===== src/rtl/phy_prbs_test_pkg.sv =====
// Shared types and constants for the PHY PRBS31 self-test sequencer.
package phy_prbs_test_pkg;

  // Width of the per-cycle PRBS bit-error count reported by the PHY.
  localparam int RX_ERR_W = 7;

  // Sequencer states.
  typedef enum logic [2:0] {
    ST_IDLE      = 3'd0,
    ST_RESET     = 3'd1,
    ST_WAIT_LOCK = 3'd2,
    ST_SETTLE    = 3'd3,
    ST_MEASURE   = 3'd4,
    ST_DONE      = 3'd5
  } state_e;

  // Fail codes reported on fail_code.
  localparam logic [2:0] FAIL_NONE      = 3'd0;
  localparam logic [2:0] FAIL_LOCK_TMO  = 3'd1;
  localparam logic [2:0] FAIL_LOCK_LOST = 3'd2;
  localparam logic [2:0] FAIL_HIGH_BER  = 3'd3;
  localparam logic [2:0] FAIL_ERR_THR   = 3'd4;
  localparam logic [2:0] FAIL_ABORTED   = 3'd5;

  // Largest of four durations; sizes the shared cycle counter.
  function automatic int max4(input int a, input int b, input int c, input int d);
    int m;
    m = a;
    if (b > m) m = b;
    if (c > m) m = c;
    if (d > m) m = d;
    return m;
  endfunction

endpackage


===== src/rtl/phy_prbs_test_if.sv =====
// Control/status bundle between the self-test sequencer and its user/PHY.
interface phy_prbs_test_if #(
  parameter int CNT_WIDTH = 32
);
  import phy_prbs_test_pkg::*;

  // Run control and PHY status
  logic                 start;
  logic                 abort;
  logic                 rx_block_lock;
  logic                 rx_high_ber;
  logic [RX_ERR_W-1:0]  rx_error_count;

  // PHY control and test result
  logic                 phy_tx_rst;
  logic                 phy_rx_rst;
  logic                 cfg_tx_prbs31_enable;
  logic                 cfg_rx_prbs31_enable;
  logic                 busy;
  logic                 done;
  logic                 pass;
  logic [2:0]           fail_code;
  logic [CNT_WIDTH-1:0] err_total;

  // Controller / PHY-model side
  modport master (
    output start, abort, rx_block_lock, rx_high_ber, rx_error_count,
    input  phy_tx_rst, phy_rx_rst, cfg_tx_prbs31_enable, cfg_rx_prbs31_enable,
    input  busy, done, pass, fail_code, err_total
  );

  // Sequencer side
  modport slave (
    input  start, abort, rx_block_lock, rx_high_ber, rx_error_count,
    output phy_tx_rst, phy_rx_rst, cfg_tx_prbs31_enable, cfg_rx_prbs31_enable,
    output busy, done, pass, fail_code, err_total
  );

endinterface


===== src/rtl/phy_prbs_test_ctrl_sat_accum.sv =====
// Saturating accumulator: adds a zero-extended input each enabled cycle and
// sticks at all-ones instead of wrapping. Also exposes the would-be next sum so
// the caller can make decisions on the value that includes the current sample.
module sat_accum #(
  parameter int WIDTH    = 32,
  parameter int IN_WIDTH = 7
) (
  input  logic                clk,
  input  logic                rst,
  input  logic                clr_i,
  input  logic                en_i,
  input  logic [IN_WIDTH-1:0] val_i,
  output logic [WIDTH-1:0]    sum_o,
  output logic [WIDTH-1:0]    sum_next_o
);

  logic [WIDTH-1:0] sum_q;
  logic [WIDTH:0]   sum_wide;

  // One extra bit catches the carry; any carry means the sum saturated.
  always_comb begin
    sum_wide   = {1'b0, sum_q} + (WIDTH + 1)'(val_i);
    sum_next_o = sum_wide[WIDTH] ? {WIDTH{1'b1}} : sum_wide[WIDTH-1:0];
  end

  // Accumulator register; clear wins over enable.
  always_ff @(posedge clk) begin
    if (rst) begin
      sum_q <= '0;
    end else if (clr_i) begin
      sum_q <= '0;
    end else if (en_i) begin
      sum_q <= sum_next_o;
    end
  end

  assign sum_o = sum_q;

endmodule


===== src/rtl/phy_prbs_test_ctrl.sv =====
// PRBS31 loopback self-test sequencer for the 10G PHY: resets the PHY, enables
// the PRBS generator/checker, waits for block lock, lets the link settle, then
// accumulates bit errors over a fixed window and reports pass/fail.
module phy_prbs_test_ctrl
  import phy_prbs_test_pkg::*;
#(
  parameter int RST_CYCLES    = 16,
  parameter int LOCK_TIMEOUT  = 4096,
  parameter int SETTLE_CYCLES = 64,
  parameter int WINDOW_CYCLES = 1024,
  parameter int ERR_THRESHOLD = 0,
  parameter int CNT_WIDTH     = 32
) (
  input logic            clk,
  input logic            rst,
  phy_prbs_test_if.slave bus
);

  // One counter serves every timed state, so size it for the longest one.
  localparam int MAX_CYC = max4(RST_CYCLES, LOCK_TIMEOUT, SETTLE_CYCLES, WINDOW_CYCLES);
  localparam int CYC_W   = $clog2(MAX_CYC) + 1;

  localparam logic [CYC_W-1:0]     RST_LAST    = CYC_W'(RST_CYCLES - 1);
  localparam logic [CYC_W-1:0]     LOCK_LAST   = CYC_W'(LOCK_TIMEOUT - 1);
  localparam logic [CYC_W-1:0]     SETTLE_LAST = CYC_W'(SETTLE_CYCLES - 1);
  localparam logic [CYC_W-1:0]     WINDOW_LAST = CYC_W'(WINDOW_CYCLES - 1);
  localparam logic [CNT_WIDTH-1:0] ERR_THR     = CNT_WIDTH'(ERR_THRESHOLD);

  state_e               state_q, state_d;
  logic [CYC_W-1:0]     cyc_q, cyc_d;
  logic                 pass_q, pass_d;
  logic [2:0]           code_q, code_d;

  logic                 busy;
  logic                 start_ok;
  logic                 accum_clr;
  logic                 accum_en;
  logic [CNT_WIDTH-1:0] err_sum;
  logic [CNT_WIDTH-1:0] err_sum_next;

  assign busy      = (state_q == ST_RESET) || (state_q == ST_WAIT_LOCK) ||
                     (state_q == ST_SETTLE) || (state_q == ST_MEASURE);
  assign start_ok  = bus.start && ((state_q == ST_IDLE) || (state_q == ST_DONE));
  assign accum_clr = start_ok;
  // An abort preempts the cycle entirely, so its sample is not counted.
  assign accum_en  = (state_q == ST_MEASURE) && !bus.abort;

  sat_accum #(
    .WIDTH    (CNT_WIDTH),
    .IN_WIDTH (RX_ERR_W)
  ) u_err_accum (
    .clk        (clk),
    .rst        (rst),
    .clr_i      (accum_clr),
    .en_i       (accum_en),
    .val_i      (bus.rx_error_count),
    .sum_o      (err_sum),
    .sum_next_o (err_sum_next)
  );

  // Next-state, cycle counter and result logic.
  always_comb begin
    state_d = state_q;
    cyc_d   = cyc_q;
    pass_d  = pass_q;
    code_d  = code_q;

    if (busy && bus.abort) begin
      state_d = ST_DONE;
      pass_d  = 1'b0;
      code_d  = FAIL_ABORTED;
    end else begin
      unique case (state_q)
        ST_IDLE, ST_DONE: begin
          if (bus.start) begin
            state_d = ST_RESET;
            cyc_d   = '0;
            pass_d  = 1'b0;
            code_d  = FAIL_NONE;
          end
        end
        ST_RESET: begin
          if (cyc_q == RST_LAST) begin
            state_d = ST_WAIT_LOCK;
            cyc_d   = '0;
          end else begin
            cyc_d = cyc_q + 1'b1;
          end
        end
        ST_WAIT_LOCK: begin
          if (bus.rx_block_lock) begin
            state_d = ST_SETTLE;
            cyc_d   = '0;
          end else if (cyc_q == LOCK_LAST) begin
            state_d = ST_DONE;
            code_d  = FAIL_LOCK_TMO;
          end else begin
            cyc_d = cyc_q + 1'b1;
          end
        end
        ST_SETTLE: begin
          if (!bus.rx_block_lock) begin
            state_d = ST_DONE;
            code_d  = FAIL_LOCK_LOST;
          end else if (cyc_q == SETTLE_LAST) begin
            state_d = ST_MEASURE;
            cyc_d   = '0;
          end else begin
            cyc_d = cyc_q + 1'b1;
          end
        end
        ST_MEASURE: begin
          // Lock loss outranks high BER; both outrank the window end.
          if (!bus.rx_block_lock) begin
            state_d = ST_DONE;
            code_d  = FAIL_LOCK_LOST;
          end else if (bus.rx_high_ber) begin
            state_d = ST_DONE;
            code_d  = FAIL_HIGH_BER;
          end else if (cyc_q == WINDOW_LAST) begin
            // Judge on the sum that already includes this cycle's sample.
            state_d = ST_DONE;
            if (err_sum_next <= ERR_THR) begin
              pass_d = 1'b1;
              code_d = FAIL_NONE;
            end else begin
              pass_d = 1'b0;
              code_d = FAIL_ERR_THR;
            end
          end else begin
            cyc_d = cyc_q + 1'b1;
          end
        end
        default: begin
          state_d = ST_IDLE;
        end
      endcase
    end
  end

  // State, counter and result registers.
  always_ff @(posedge clk) begin
    if (rst) begin
      state_q <= ST_IDLE;
      cyc_q   <= '0;
      pass_q  <= 1'b0;
      code_q  <= FAIL_NONE;
    end else begin
      state_q <= state_d;
      cyc_q   <= cyc_d;
      pass_q  <= pass_d;
      code_q  <= code_d;
    end
  end

  // PRBS stays enabled through reset and lock acquisition as well as the measurement.
  assign bus.phy_tx_rst           = (state_q == ST_RESET);
  assign bus.phy_rx_rst           = (state_q == ST_RESET);
  assign bus.cfg_tx_prbs31_enable = busy;
  assign bus.cfg_rx_prbs31_enable = busy;
  assign bus.busy                 = busy;
  assign bus.done                 = (state_q == ST_DONE);
  assign bus.pass                 = pass_q;
  assign bus.fail_code            = code_q;
  assign bus.err_total            = err_sum;

endmodule


===== src/flat_wrapper.sv =====
// flat-port wrapper written by rule: the top's interface ports become plain ports
module phy_prbs_test_ctrl_flat import phy_prbs_test_pkg::*;
#(
  parameter int RST_CYCLES    = 16,
  parameter int LOCK_TIMEOUT  = 4096,
  parameter int SETTLE_CYCLES = 64,
  parameter int WINDOW_CYCLES = 1024,
  parameter int ERR_THRESHOLD = 0,
  parameter int CNT_WIDTH     = 32
)
  (clk, rst, bus_start, bus_abort, bus_rx_block_lock, bus_rx_high_ber, bus_rx_error_count, bus_phy_tx_rst, bus_phy_rx_rst, bus_cfg_tx_prbs31_enable, bus_cfg_rx_prbs31_enable, bus_busy, bus_done, bus_pass, bus_fail_code, bus_err_total);
  phy_prbs_test_if #(.CNT_WIDTH(CNT_WIDTH)) bus_i ();
  input logic clk;
  input logic rst;
  input wire logic [$bits(bus_i.start)-1:0] bus_start;
  input wire logic [$bits(bus_i.abort)-1:0] bus_abort;
  input wire logic [$bits(bus_i.rx_block_lock)-1:0] bus_rx_block_lock;
  input wire logic [$bits(bus_i.rx_high_ber)-1:0] bus_rx_high_ber;
  input wire logic [$bits(bus_i.rx_error_count)-1:0] bus_rx_error_count;
  output wire logic [$bits(bus_i.phy_tx_rst)-1:0] bus_phy_tx_rst;
  output wire logic [$bits(bus_i.phy_rx_rst)-1:0] bus_phy_rx_rst;
  output wire logic [$bits(bus_i.cfg_tx_prbs31_enable)-1:0] bus_cfg_tx_prbs31_enable;
  output wire logic [$bits(bus_i.cfg_rx_prbs31_enable)-1:0] bus_cfg_rx_prbs31_enable;
  output wire logic [$bits(bus_i.busy)-1:0] bus_busy;
  output wire logic [$bits(bus_i.done)-1:0] bus_done;
  output wire logic [$bits(bus_i.pass)-1:0] bus_pass;
  output wire logic [$bits(bus_i.fail_code)-1:0] bus_fail_code;
  output wire logic [$bits(bus_i.err_total)-1:0] bus_err_total;
  assign bus_i.start = bus_start;
  assign bus_i.abort = bus_abort;
  assign bus_i.rx_block_lock = bus_rx_block_lock;
  assign bus_i.rx_high_ber = bus_rx_high_ber;
  assign bus_i.rx_error_count = bus_rx_error_count;
  assign bus_phy_tx_rst = bus_i.phy_tx_rst;
  assign bus_phy_rx_rst = bus_i.phy_rx_rst;
  assign bus_cfg_tx_prbs31_enable = bus_i.cfg_tx_prbs31_enable;
  assign bus_cfg_rx_prbs31_enable = bus_i.cfg_rx_prbs31_enable;
  assign bus_busy = bus_i.busy;
  assign bus_done = bus_i.done;
  assign bus_pass = bus_i.pass;
  assign bus_fail_code = bus_i.fail_code;
  assign bus_err_total = bus_i.err_total;
  phy_prbs_test_ctrl #(.RST_CYCLES(RST_CYCLES), .LOCK_TIMEOUT(LOCK_TIMEOUT), .SETTLE_CYCLES(SETTLE_CYCLES), .WINDOW_CYCLES(WINDOW_CYCLES), .ERR_THRESHOLD(ERR_THRESHOLD), .CNT_WIDTH(CNT_WIDTH)) u_core (.clk(clk), .rst(rst), .bus(bus_i));
endmodule

===== config.mk =====
export PLATFORM = sky130hd
export DESIGN_NAME = phy_prbs_test_ctrl_flat
export DESIGN_NICKNAME = d
export VERILOG_FILES = /design/src/rtl/phy_prbs_test_pkg.sv /design/src/rtl/phy_prbs_test_if.sv /design/src/rtl/phy_prbs_test_ctrl_sat_accum.sv /design/src/rtl/phy_prbs_test_ctrl.sv /design/src/flat_wrapper.sv
export SDC_FILE = /design/constraint.sdc
export NUM_CORES = 1
export LEC_CHECK = 0
export BUFFER_PORTS_ARGS = -buffer_cell sky130_fd_sc_hd__buf_2
export CORE_AREA = 2 2 115 117
export DETAILED_ROUTE_END_ITERATION = 7
export DIE_AREA = 0 0 117 119
export PLACE_DENSITY = 0.59
export SYNTH_ARGS = -nofsm -noshare
export SYNTH_HDL_FRONTEND = slang
export SYNTH_HIERARCHICAL = 1
export SYNTH_SLANG_ARGS = --single-unit

===== constraint.sdc =====
create_clock -name clk -period 6.4 [get_ports clk]
set_input_delay 1.28 -clock clk [delete_from_list [all_inputs] [get_ports clk]]
set_output_delay 1.28 -clock clk [all_outputs]
set_load 0.05 [all_outputs]

== Word-level counts from Yosys, hierarchy flattened ==
Cells that the tools add are included.

* Register bits after elaboration: 52
* Input port bits: 13
* Word-level logic and storage cells: 102

* Add/sub/neg operators: 2
* Magnitude comparators: 1
* Eq/ne operators: 31
* Mux-type cells: 38
* Bitwise operators: 1
* Reduce and logical (&&, ||, !) cells: 22

{| class="wikitable"
|+ Operators with widths
! cell !! number
|-
| two-way mux 13 bit || 9
|-
| case mux 13 bit (5 select lines) || 1
|-
| two-way mux 3 bit || 19
|-
| adder 32 x 7 -> 33 bit || 1
|-
| less-or-equal comparator 32 x 1 -> 1 bit (second input constant) || 1
|-
| two-way mux 32 bit || 1
|-
| inequality test 2 bit (second input constant) || 9
|-
| inequality test 3 bit (second input constant) || 6
|-
| case mux 3 bit (5 select lines) || 1
|-
| AND reduction 5 bit || 3
|-
| adder 13 x 1 -> 13 bit (second input constant) || 1
|-
| == test 13 x 10 -> 1 bit (second input constant) || 1
|-
| == test 13 x 12 -> 1 bit (second input constant) || 1
|-
| == test 13 x 4 -> 1 bit (second input constant) || 1
|-
| == test 13 x 6 -> 1 bit (second input constant) || 1
|-
| inequality test 4 bit (second input constant) || 3
|-
| case mux 3 bit (4 select lines) || 1
|-
| AND reduction 6 bit || 2
|-
| nonzero test 5 bit || 2
|-
| AND reduction 8 bit || 1
|-
| == test 3 x 2 -> 1 bit (second input constant) || 2
|-
| == test 3 bit (second input constant) || 2
|-
| OR reduction 2 bit || 3
|-
| two-way mux 1 bit || 5
|-
| other kinds (13) || 18
|}

== Logic depth before layout (Yosys ltp) ==
* Word-level depth: 9
* Mapped depth: 15
* Gate-level depth less buffers: 14

== By module ==
Netlist, hierarchy kept.

{| class="wikitable"
|+ By module, submodules not included
! module !! instances !! cells an instance !! area each (um^2) !! sequential area each (um^2)
|-
| sat_accum || 1 || 300 || 2293.4 || 640.6
|-
| phy_prbs_test_ctrl || 1 || 195 || 1452.6 || 400.4
|}

== Least setup slack after synthesis ==
OpenSTA, ideal clock, no wires.

* Path kind: input -> register
* Start point: input port bus_rx_error_count[0]
* End point: register u_core.code_q[2] (netlist: u_core/bus.fail_code[2])
* Setup time: 126 ps
* Data arrival time: 3895 ps
* Required time: 6274 ps
* Slack: 2379 ps
* Stages: 14
* Path buffers: 0
* Path through: ha_1 > fa_1 > a211oi_1 > o211a_1 > nor3_1 > nand2_1 > nor2_1 > mux2_2 > nor4_1 > nand4_1 > nor2_1 > o21ai_0 > mux2i_1 > nor2_1

* Longest elaborated chain between the ends: 9

{| class="wikitable"
|+ Ends and longest elaborated chain
! element !! RTL line !! text
|-
| start: declaration || flat_wrapper.sv:19 || <nowiki>input wire logic [$bits(bus_i.rx_error_count)-1:0] bus_rx_error_count;</nowiki>
|-
| adder 32 x 7 -> 33 bit || phy_prbs_test_ctrl_sat_accum.sv:22 || <nowiki>sum_wide = {1'b0, sum_q} + (WIDTH + 1)'(val_i);</nowiki>
|-
| two-way mux 32 bit || phy_prbs_test_ctrl_sat_accum.sv:23 || <nowiki>sum_next_o = sum_wide[WIDTH] ? {WIDTH{1'b1}} : sum_wide[WIDTH-1:0];</nowiki>
|-
| named net u_core.err_sum_next[24] || phy_prbs_test_ctrl.sv:39 || <nowiki>logic [CNT_WIDTH-1:0] err_sum_next;</nowiki>
|-
| less-or-equal comparator 32 x 1 -> 1 bit || phy_prbs_test_ctrl.sv:123 || <nowiki>if (err_sum_next <= ERR_THR) begin</nowiki>
|-
| two-way mux 3 bit || phy_prbs_test_ctrl.sv:123 ||
|-
| two-way mux 3 bit || phy_prbs_test_ctrl.sv:120 || <nowiki>end else if (cyc_q == WINDOW_LAST) begin</nowiki>
|-
| two-way mux 3 bit || phy_prbs_test_ctrl.sv:117 || <nowiki>end else if (bus.rx_high_ber) begin</nowiki>
|-
| two-way mux 3 bit || phy_prbs_test_ctrl.sv:114 || <nowiki>if (!bus.rx_block_lock) begin</nowiki>
|-
| case mux 3 bit (4 select lines) || phy_prbs_test_ctrl.sv:73 || <nowiki>unique case (state_q)</nowiki>
|-
| two-way mux 3 bit || phy_prbs_test_ctrl.sv:68 || <nowiki>if (busy && bus.abort) begin</nowiki>
|-
| end signal: assignment || phy_prbs_test_ctrl.sv:152 || <nowiki>code_q <= code_d;</nowiki>
|-
| end: declaration || phy_prbs_test_ctrl.sv:32 || <nowiki>logic [2:0] code_q, code_d;</nowiki>
|}

The timed path passes the listed nets, and every way through them passes these cells. The select of a mux whose other input is x is not followed.
A chain may end at the register's enable or synchronous reset.

== Final worst setup path ==
Same ends and word-level chain as after synthesis.

==> results.ini <==
[run_status]
status = finished clean

[sta]
tightest_slew_ns = 0.931
slew_headroom = 0.377
post-route-min-period_ns = 4.36
max_freq_mhz = 229
timing.final.crit_share = 0.682
setup_viol = 0
final_max_slew_viol_count = 0
grt_setup_unrepaired = false
worst_slack_ns = 2.04
hold_violations = 0
skew_ns = 0.00635
setup_tns_ns = 0

[placement]
hpwl_um = 7850
port_buffers = 54
gp_congestion = 0.916
place_ws_ns = 1.77

[synthesis]
ys_types = 69
syn_area_um2 = 3750
synth-edff-count = 0
ys_top_cells_by_area = dfxtp_1 28%, nor2_1 5.9%, nand2_1 5.2%
ys_async_sr_fraction = 0
yosys_warnings = 6
synthFlopType = dfxtp_1
synth_top_area_cell = dfxtp_1
yosys.area.top_type_share = 0.278
syn-num-nets = 517
avgSynthCellArea_um2 = 7.57
syn_inst = 495
ys_ff_latch = 52
yosysSeqAreaShare = 0.278

[min_path]
worstHoldStart = u_core/u_err_accum/sum_o[4]$_SDFFE_PP0P_
min_path_type = reg2reg

[run]
drv_cap = 0

[worst_setup_path]
startpoint_type = input port
crit_start = bus_rx_error_count[0]
setup.worst_path.end = u_core/bus.fail_code[2]$_SDFFE_PP0P_
worstSetupEndpointType = flop
regToRegStartpoint = u_core/u_err_accum/sum_o[0]$_SDFFE_PP0P_
crit_type = in2reg
r2r_end = u_core/bus.fail_code[2]$_SDFFE_PP0P_
r2r_cells = 14
r2r_setup_slack_ns = 2.81
required_ns = 6.58
cp_max_fo = 21
worst-endpoint-arrival_ns = 4.54

[routing]
first_pass_iters = 5
vias = 3834
drtAntennaViolNets = 0
via_per_inst = 5.40
initialDrtViolationCount = 274
wl_per_cell_um = 15.3
drc_errors = 0
routed_wl_um = 10800

[grt]
grt_pass1_vias = 3612
grt_use_met2 = 0.268
grt_antenna_before_repair = 0
overflow = 0
grt_use_met3 = 0.0321
grt_use_met1 = 0.208
grtUsageTotal = 0.158
grt_pass1_wl_um = 18000
top_usage_layer = met2
grt_max_degree = 40

[cells_and_area]
area_growth_pct = 14.8
layout_common_cells = 59 x nor2_1, 54 x buf_2, 52 x nand2_1, 52 x dfxtp_1, 24 x a21oi_1
regArea_um2 = 1040
final_common_cell = nor2_1
n_antenna_cell = 0
drive_gt1_frac = 0.167
multi_input_area_um2 = 2540
nNetsFinal = 555
n_fill_cell = 1388

[power_and_ir_drop]
power.density_nw_per_um2 = 281
p_leak_uw = 0.00173
ir_drop_v = 0.000127

[cts]
cts_tree = built
clock_latency_ns = 0.29
cts_setup_buffers = 0
root_buffer = clkbuf_16
ctsResizeCount = 0
hold_buffers = 0
cts_sinks = 52
cts_buffer_depth = 2
cts_buffers = 5
cts-htree-levels = 2
path_clk_slew_ns = 0.07

[die]
pin_count = 55
fp-row-count = 42
fp.coreArea_um2 = 12900
die-area_um2 = 13900
die_x_um = 117
dieHeight_um = 119
start_util = 0.291

logic make-up (layout without fill, tap and decap cells):
group,Yosys count,count (layout),share of synthesized area
flip-flops,52,52,0.278
AND/OR/NAND/NOR,241,241,0.333
XOR/XNOR,37,37,0.0865
AO/OA/AOI/OAI,107,107,0.199
multiplexers,9,9,0.0247
buffers and inverters,40,79,0.0464
adder cells (fa/ha/maj),9,9,0.0321
flip-flops by register name (all words and copies together) (netlist names):
signal	flops
u_core/cyc_q	13
u_core/state_q	3
u_core/bus.fail_code	3
u_core/u_err_accum/sum_o	32
u_core/bus.pass	1
through the flow:
step           total power, uW  area (um2)  hold WS, ns  std cells   util
6_report                  1210        4300        0.493        710  0.334
5_1_grt                   1290        4300        0.501        710  0.334
3_3_place_gp               941        4150        0.486        702  0.323
3_5_place_dp               943        4150        0.486        702  0.323
2_1_floorplan              841        3750        0.493        495      -
4_1_cts                   1220        4300        0.495        710  0.334
routing by layer:
layer | share of wire | vias to the layer above
met4 | 0.0082 | 0
met1 | 0.45 | 1848
li1 | - | 1874
met2 | 0.49 | 103
met5 | 0 | -
met3 | 0.049 | 9
report_power, final:
group / total (uW) / internal [uW] / switching [uW] / leakage [uW]
registers: 393 / 347 / 45.5 / 0.000420
clock network: 272 / 156 / 116 / 0.0000712
logic: 544 / 166 / 379 / 0.00124
total: 1210 / 669 / 540 / 0.00173
cell type report:
| cell class | count | area share |
|---|---|---|
| repair buffers | 60 | 0.0733 |
| flip-flops and latches | 52 | 0.242 |
| well taps | 176 | 0.0512 |
| inverters | 11 | 0.00960 |
| clock buffers | 8 | 0.0340 |
| multi-input cells | 403 | 0.590 |
worst max-delay path, stage by stage:
cell,delay (ns)
buf_2,0.10
ha_1,0.23
fa_1,0.43
a211oi_1,0.32
o211a_1,0.22
or4b_4,0.17
or2_1,0.47
buf_4,0.34
nand2_1,0.08
nor4_1,0.31
nand4_1,0.13
nor2_1,0.17
o21ai_0,0.10
mux2i_1,0.14
nor2_1,0.05
worst min path at each step:
stage / end / depth (start not counted)
finish: u_core/u_err_accum/sum_o[4]$_SDFFE_PP0P_ / 2
global route: u_core/u_err_accum/sum_o[4]$_SDFFE_PP0P_ / 2
CTS: u_core/u_err_accum/sum_o[4]$_SDFFE_PP0P_ / 2
detailed placement: u_core/u_err_accum/sum_o[4]$_SDFFE_PP0P_ / 2
global placement: u_core/u_err_accum/sum_o[5]$_SDFFE_PP0P_ / 2
floorplan: u_core/cyc_q[11]$_SDFFE_PP0P_ / 2
synth_stat cells (all sizes together) (5+ instances only):
library cell and number:
nand2b 7, nand3 22, a21o 5, inv 11
and3 12, nor2b 5, ha 8, nor3 24
nand2 52, dfxtp 52, nor4 13, o21ai 24
nand4 16, buf 9, xor2 20, clkbuf 20
mux2i 7, a211oi 12, a21oi 24, a311oi 7
xnor2 17, nor2 60, nor3b 5, and4 5
o21a 7
Power figures use the tool's default switching activity.
